$ cat config.mk
export PLATFORM = sky130hd
export DESIGN_NAME = multdiv_unit
export DESIGN_NICKNAME = d
export VERILOG_FILES = /design/src/rtl/multdiv_unit.sv
export SDC_FILE = /design/constraint.sdc
export NUM_CORES = 1
export LEC_CHECK = 0
export ABC_CLOCK_PERIOD_IN_PS = 7900
export BUFFER_PORTS_ARGS = -buffer_cell sky130_fd_sc_hd__buf_4
export CAP_MARGIN = 10
export CORE_ASPECT_RATIO = 1.25
export CORE_MARGIN = 1.5
export CORE_UTILIZATION = 47
export DETAILED_ROUTE_END_ITERATION = 10
export GPL_ROUTABILITY_DRIVEN = 0
export SKIP_CTS_REPAIR_TIMING = 1
export SKIP_LAST_GASP = 1
export SLEW_MARGIN = 5
export SYNTH_ARGS = -nofsm -noshare
export SYNTH_HDL_FRONTEND = slang
export SYNTH_SLANG_ARGS = --single-unit
$ cat constraint.sdc
create_clock -name clk -period 7.9 [get_ports clk]
set_clock_uncertainty 0.05 [all_clocks]
set_input_delay 1.185 -clock clk [delete_from_list [all_inputs] [get_ports clk]]
set_output_delay 1.185 -clock clk [all_outputs]
set_load 0.005 [all_outputs]
$ cat src/rtl/multdiv_unit.sv
// Iterative signed multiply (radix-2 Booth) / divide (non-restoring) engine.
// One iteration per cycle, WIDTH iterations per op, one-cycle completion pulse.
module multdiv_unit #(
  parameter int WIDTH = 32
) (
  input  logic             clk,
  input  logic             reset,
  input  logic             ctrl_MULT,
  input  logic             ctrl_DIV,
  input  logic [WIDTH-1:0] data_operandA,
  input  logic [WIDTH-1:0] data_operandB,
  output logic [WIDTH-1:0] data_result,
  output logic             data_exception,
  output logic             data_resultRDY,
  output logic             busy
);

  localparam int               CNT_W   = 6;
  localparam int               PW      = 2 * WIDTH + 2;
  localparam logic [CNT_W-1:0] LAST    = CNT_W'(WIDTH - 1);
  localparam logic [WIDTH-1:0] INT_MIN = {1'b1, {(WIDTH-1){1'b0}}};

  typedef enum logic [1:0] {IDLE, BUSY, DONE} state_e;

  state_e           state_q, state_d;
  logic [CNT_W-1:0] cnt_q, cnt_d;
  logic             op_div_q, op_div_d;
  logic             neg_q, neg_d;
  logic             ovf_q, ovf_d;
  logic [WIDTH-1:0] opb_q, opb_d;
  logic [PW-1:0]    prod_q, prod_d;   // {acc[WIDTH:0], multiplier, guard}
  logic [WIDTH:0]   rem_q, rem_d;
  logic [WIDTH-1:0] quo_q, quo_d;
  logic [WIDTH-1:0] res_q, res_d;
  logic             exc_q, exc_d;

  logic start, start_div, div_zero, last_iter;

  assign start     = (state_q != BUSY) && (ctrl_MULT || ctrl_DIV);
  assign start_div = start && !ctrl_MULT;
  assign div_zero  = start_div && (data_operandB == '0);
  assign last_iter = (state_q == BUSY) && (cnt_q == LAST);

  logic [WIDTH:0]     acc, acc_sum, mcand_ext, rem_shift, rem_step;
  logic [PW-1:0]      prod_step;
  logic [2*WIDTH-1:0] product;
  logic [WIDTH-1:0]   quo_step, a_mag, b_mag;

  assign a_mag = data_operandA[WIDTH-1] ? -data_operandA : data_operandA;
  assign b_mag = data_operandB[WIDTH-1] ? -data_operandB : data_operandB;

  always_comb begin : iterate
    acc       = prod_q[PW-1 -: WIDTH+1];
    mcand_ext = {opb_q[WIDTH-1], opb_q};
    case (prod_q[1:0])
      2'b01:   acc_sum = acc + mcand_ext;
      2'b10:   acc_sum = acc - mcand_ext;
      default: acc_sum = acc;
    endcase
    prod_step = {acc_sum[WIDTH], acc_sum, prod_q[WIDTH:1]};
    product   = prod_step[2*WIDTH:1];

    // The sign of the partial remainder picks subtract or add-back each step.
    rem_shift = {rem_q[WIDTH-1:0], quo_q[WIDTH-1]};
    rem_step  = rem_q[WIDTH] ? rem_shift + {1'b0, opb_q} : rem_shift - {1'b0, opb_q};
    quo_step  = {quo_q[WIDTH-2:0], ~rem_step[WIDTH]};
  end

  always_comb begin : next_state
    state_d = state_q;
    unique case (state_q)
      IDLE, DONE: begin
        if (div_zero)   state_d = DONE;
        else if (start) state_d = BUSY;
        else            state_d = IDLE;
      end
      BUSY:    state_d = last_iter ? DONE : BUSY;
      default: state_d = IDLE;
    endcase
  end

  always_comb begin : datapath
    // NOTE: every _d starts from its _q so no branch leaves a value unassigned (no latch).
    cnt_d    = cnt_q;
    op_div_d = op_div_q;
    neg_d    = neg_q;
    ovf_d    = ovf_q;
    opb_d    = opb_q;
    prod_d   = prod_q;
    rem_d    = rem_q;
    quo_d    = quo_q;
    res_d    = res_q;
    exc_d    = exc_q;
    if (start) begin
      cnt_d    = '0;
      op_div_d = start_div;
      if (start_div) begin
        neg_d = data_operandA[WIDTH-1] ^ data_operandB[WIDTH-1];
        ovf_d = (data_operandA == INT_MIN) && (&data_operandB);
        opb_d = b_mag;
        rem_d = '0;
        quo_d = a_mag;
        if (div_zero) begin
          res_d = '0;
          exc_d = 1'b1;
        end
      end else begin
        opb_d  = data_operandA;
        prod_d = {{(WIDTH+1){1'b0}}, data_operandB, 1'b0};
      end
    end else if (state_q == BUSY) begin
      cnt_d = last_iter ? '0 : cnt_q + CNT_W'(1);
      if (op_div_q) begin
        rem_d = rem_step;
        quo_d = quo_step;
        if (last_iter) begin
          res_d = neg_q ? -quo_step : quo_step;
          exc_d = ovf_q;
        end
      end else begin
        prod_d = prod_step;
        if (last_iter) begin
          res_d = product[WIDTH-1:0];
          exc_d = !((&product[2*WIDTH-1:WIDTH-1]) || !(|product[2*WIDTH-1:WIDTH-1]));
        end
      end
    end
  end

  // NOTE: sequential state is written with non-blocking assignments only.
  always_ff @(posedge clk or posedge reset) begin : state_reg
    if (reset) state_q <= IDLE;
    else       state_q <= state_d;
  end

  // NOTE: datapath registers are reset as well, so results read 0 after an abort.
  always_ff @(posedge clk or posedge reset) begin : datapath_reg
    if (reset) begin
      cnt_q    <= '0;
      op_div_q <= 1'b0;
      neg_q    <= 1'b0;
      ovf_q    <= 1'b0;
      opb_q    <= '0;
      prod_q   <= '0;
      rem_q    <= '0;
      quo_q    <= '0;
      res_q    <= '0;
      exc_q    <= 1'b0;
    end else begin
      cnt_q    <= cnt_d;
      op_div_q <= op_div_d;
      neg_q    <= neg_d;
      ovf_q    <= ovf_d;
      opb_q    <= opb_d;
      prod_q   <= prod_d;
      rem_q    <= rem_d;
      quo_q    <= quo_d;
      res_q    <= res_d;
      exc_q    <= exc_d;
    end
  end

  always_comb begin : outputs
    data_resultRDY = (state_q == DONE);
    busy           = (state_q == BUSY);
    data_result    = res_q;
    data_exception = exc_q;
  end

endmodule

==> run summary <==
synthesized area = 16000 µm²
kind of critical path = reg -> reg
IO Pins = 103
fin cells = 2435
# port buffers = 102
number of global-route vias before repair = 14271
post-synthesis adder-cell area fraction = 0.05803
Synth Register Bits = 206
Hold Path Depth = 1
R2R cell count = 26
GRT Util Overall = 0.2975
Synthesis Warnings = 0
CTS sink count = 206
grt ovf = 0
static leakage power = 7.798 nW
unrepaired setup endpoints after global routing = no
H-tree depth = 1
Die Y-Extent = 209.3 µm
post-synth net total = 2127
Fin Setup TNS = 0 ps
Cell Pwr Density = 508.9 nW/µm²
global-route track usage on met3 = 0.03130
Root Buffer = clkbuf_16
combinational family with the most area after synthesis = compound AO/OA/AOI/OAI gates
first-pass GRT wire length = 81400 µm
final worst-path setup slack = 1500 ps
post-synthesis mux area share = 0.03089
CTS tree = yes
placed cells = 2397
routed via count = 14766
fmax = 156.3 MHz
# rows = 75
Final Hold Violating Endpoints = 0
nets@finish = 2140
Pre-antenna DRT Iters = 5
commonest non-fill, non-tap cell in the layout = nand2_1
top cell type by total area after synthesis = dfrtp_1
Worst setup SP type = register
Max clock buf depth = 3
Inserted Diodes = 0
EDFF count, synth = 0
Worst Path Required = 8230 ps
post-synthesis sequential area ratio = 0.3222
layout cell share with drive strength beyond 1 = 0.1009
Final Setup Violations = 0
core region area = 33500 µm²
DIE WIDTH = 168.0 µm
pin count of the biggest net entering global routing = 109
GR Layer Usage met1 = 0.3561
crit path time final = 6400 ps
Area Overhead vs Synth = 10.39%
Hold Crit Class = reg -> reg
main flop type after synthesis = dfrtp_1
Synth cell types = 91
Peak VDD IR = 235.8 µV
Worst setup EP type = register
fin util = 0.5272
Num CTS Buffers = 23
setup slack at placement = 1555 ps
commonest non-fill, non-tap cells in the layout = nand2_1, o21ai_0, dfrtp_1, nor2_1, a21oi_1
clock transition at the registers of the reported paths = 60 ps
outcome = finished clean
DRT antenna net count = 0
Synth Area in Simple Gates = 0.2069
Rel. slew slack = 0.2005
Clock Latency Late Sink = 530 ps
met2 Use GR = 0.5269
Syn Area/Cell = 8.055 µm²
starting DRC count in detailed routing = 1029
most crowded layer after global routing = met2
top cells by area, synth = dfrtp_1, xor2_1, o21ai_0
WL final = 52770 µm
Compound-Gate Fraction of Synth Area = 0.2419
effective utilization at floorplan = 0.4775
DR vias/cell = 6.064
area share of xor/xnor cells in the synthesized design = 0.1018
Worst-Margin Slew = 1199 ps
crit path DAT = 6730 ps
Synth top area share = 0.3222
average wire per standard cell = 21.67 µm
final max-slew violation count = 0
Synth Instances = 1986
async set-reset flop share out of synthesis = 1.000
initial antenna violation count = 1
max-cap viol count = 0
critical path fanouts, max = 18
post-detail-place hpwl = 39700 µm
Final period util = 0.8101
number of remaining DRC errors = 0
total power = 8.988 mW
DIE AREA = 35160 µm²
-- synthesized netlist by cell type, types with 9 or more instances --
cell,instances
nor2_1,173
nand3_1,37
or4_1,13
nand4_1,20
nand2b_1,15
or3_1,17
o41ai_1,15
nor2b_1,16
o21a_1,11
a21o_1,29
o21ai_0,236
a22o_1,21
nor3b_1,10
nor3_1,27
a211oi_1,12
dfrtp_1,206
and3_1,18
clkbuf_1,105
nor4_1,18
ha_1,71
o31ai_1,35
xor2_1,136
o211ai_1,22
a31oi_1,9
a21oi_1,139
nand2_1,279
o21ai_1,9
xnor2_1,50
inv_1,32
mux2i_1,40
buf_1,18
-- through the flow --
| stage | area [µm²] | hold WS (ps) |
|---|---|---|
| after floorplan | 16000 | 395.8 |
| after CTS | 17660 | 433.6 |
| final | 17660 | 434.0 |
| after global placement | 16950 | 416.1 |
| after detailed placement | 16950 | 420.6 |
| after global routing | 17660 | 445.5 |
-- kinds of logic (layout without fill, tap and decap cells) --
group           after synthesis  after routing
xor+xnor                    186            186
fa+ha+maj                    73             73
simple gates                693            693
mux                          48             48
flops                       206            206
compound gates              619            619
buf+inv                     161            187
-- layer usage --
layer  wire length (µm)  share of wire  vias up
li1                   -              -     7130
met1              21380           0.41     7090
met2              26190           0.50      415
met3               2221          0.042      131
met4               2970          0.056        0
met5                  0              0        -
-- sequential cells by signal, summed over array words and instances, names as in the netlist --
name            flops
state_q             2
op_div_q            1
ovf_q               1
prod_q             65
neg_q               1
data_exception      1
data_result        32
cnt_q               6
quo_q              32
rem_q              33
opb_q              32
-- cell type report --
cell class	instances	area, µm²
clock buffers	32	649.4
clock inverters	6	58.81
fillers	3275	15840
inverters	34	135.1
multi-input cells	1619	10270
flip-flops and latches	206	5156
well taps	423	529.3
repair buffers	115	863.3
-- worst max-delay path: stages, from the launching register on --
cell and delay, ps:
dfrtp_1 440, or3_1 440, nor3b_2 320, nand2_1 160, nor4_2 340, and3_1 260
nor3b_2 280, nor3b_2 280, nor3b_2 380, a21oi_1 130, xor2_1 160, ha_1 350
a21o_1 180, a21o_1 200, nand2_1 70, a21oi_1 70, a41oi_2 270, nand2_4 220
inv_1 100, ha_1 250, nand4_1 210, nand2b_1 310, o31ai_1 330, xor2_1 180
nand2_1 60, o21ai_0 90, o21ai_0 90
-- final timing paths --
| kind | end | slack (ps) | startpoint |
|---|---|---|---|
| worst max register to register | data_result[26] | 1500 | opb_q[0] |
| max in group asynchronous | quo_q[10] | 5820 | reset |
| min in group asynchronous | data_exception | 760 | reset |
| worst min-delay path | cnt_q[5] | 430 | cnt_q[5] |
| worst min register to register | cnt_q[5] | 430 | cnt_q[5] |
| worst max-delay path | data_result[26] | 1500 | opb_q[0] |
-- power breakdown --
group	internal (mW)	switching (mW)
clock	0.602	0.458
sequential	1.49	0.529
combinational	2.37	3.55
total	4.45	4.53
(Power assumes the default switching activity.)
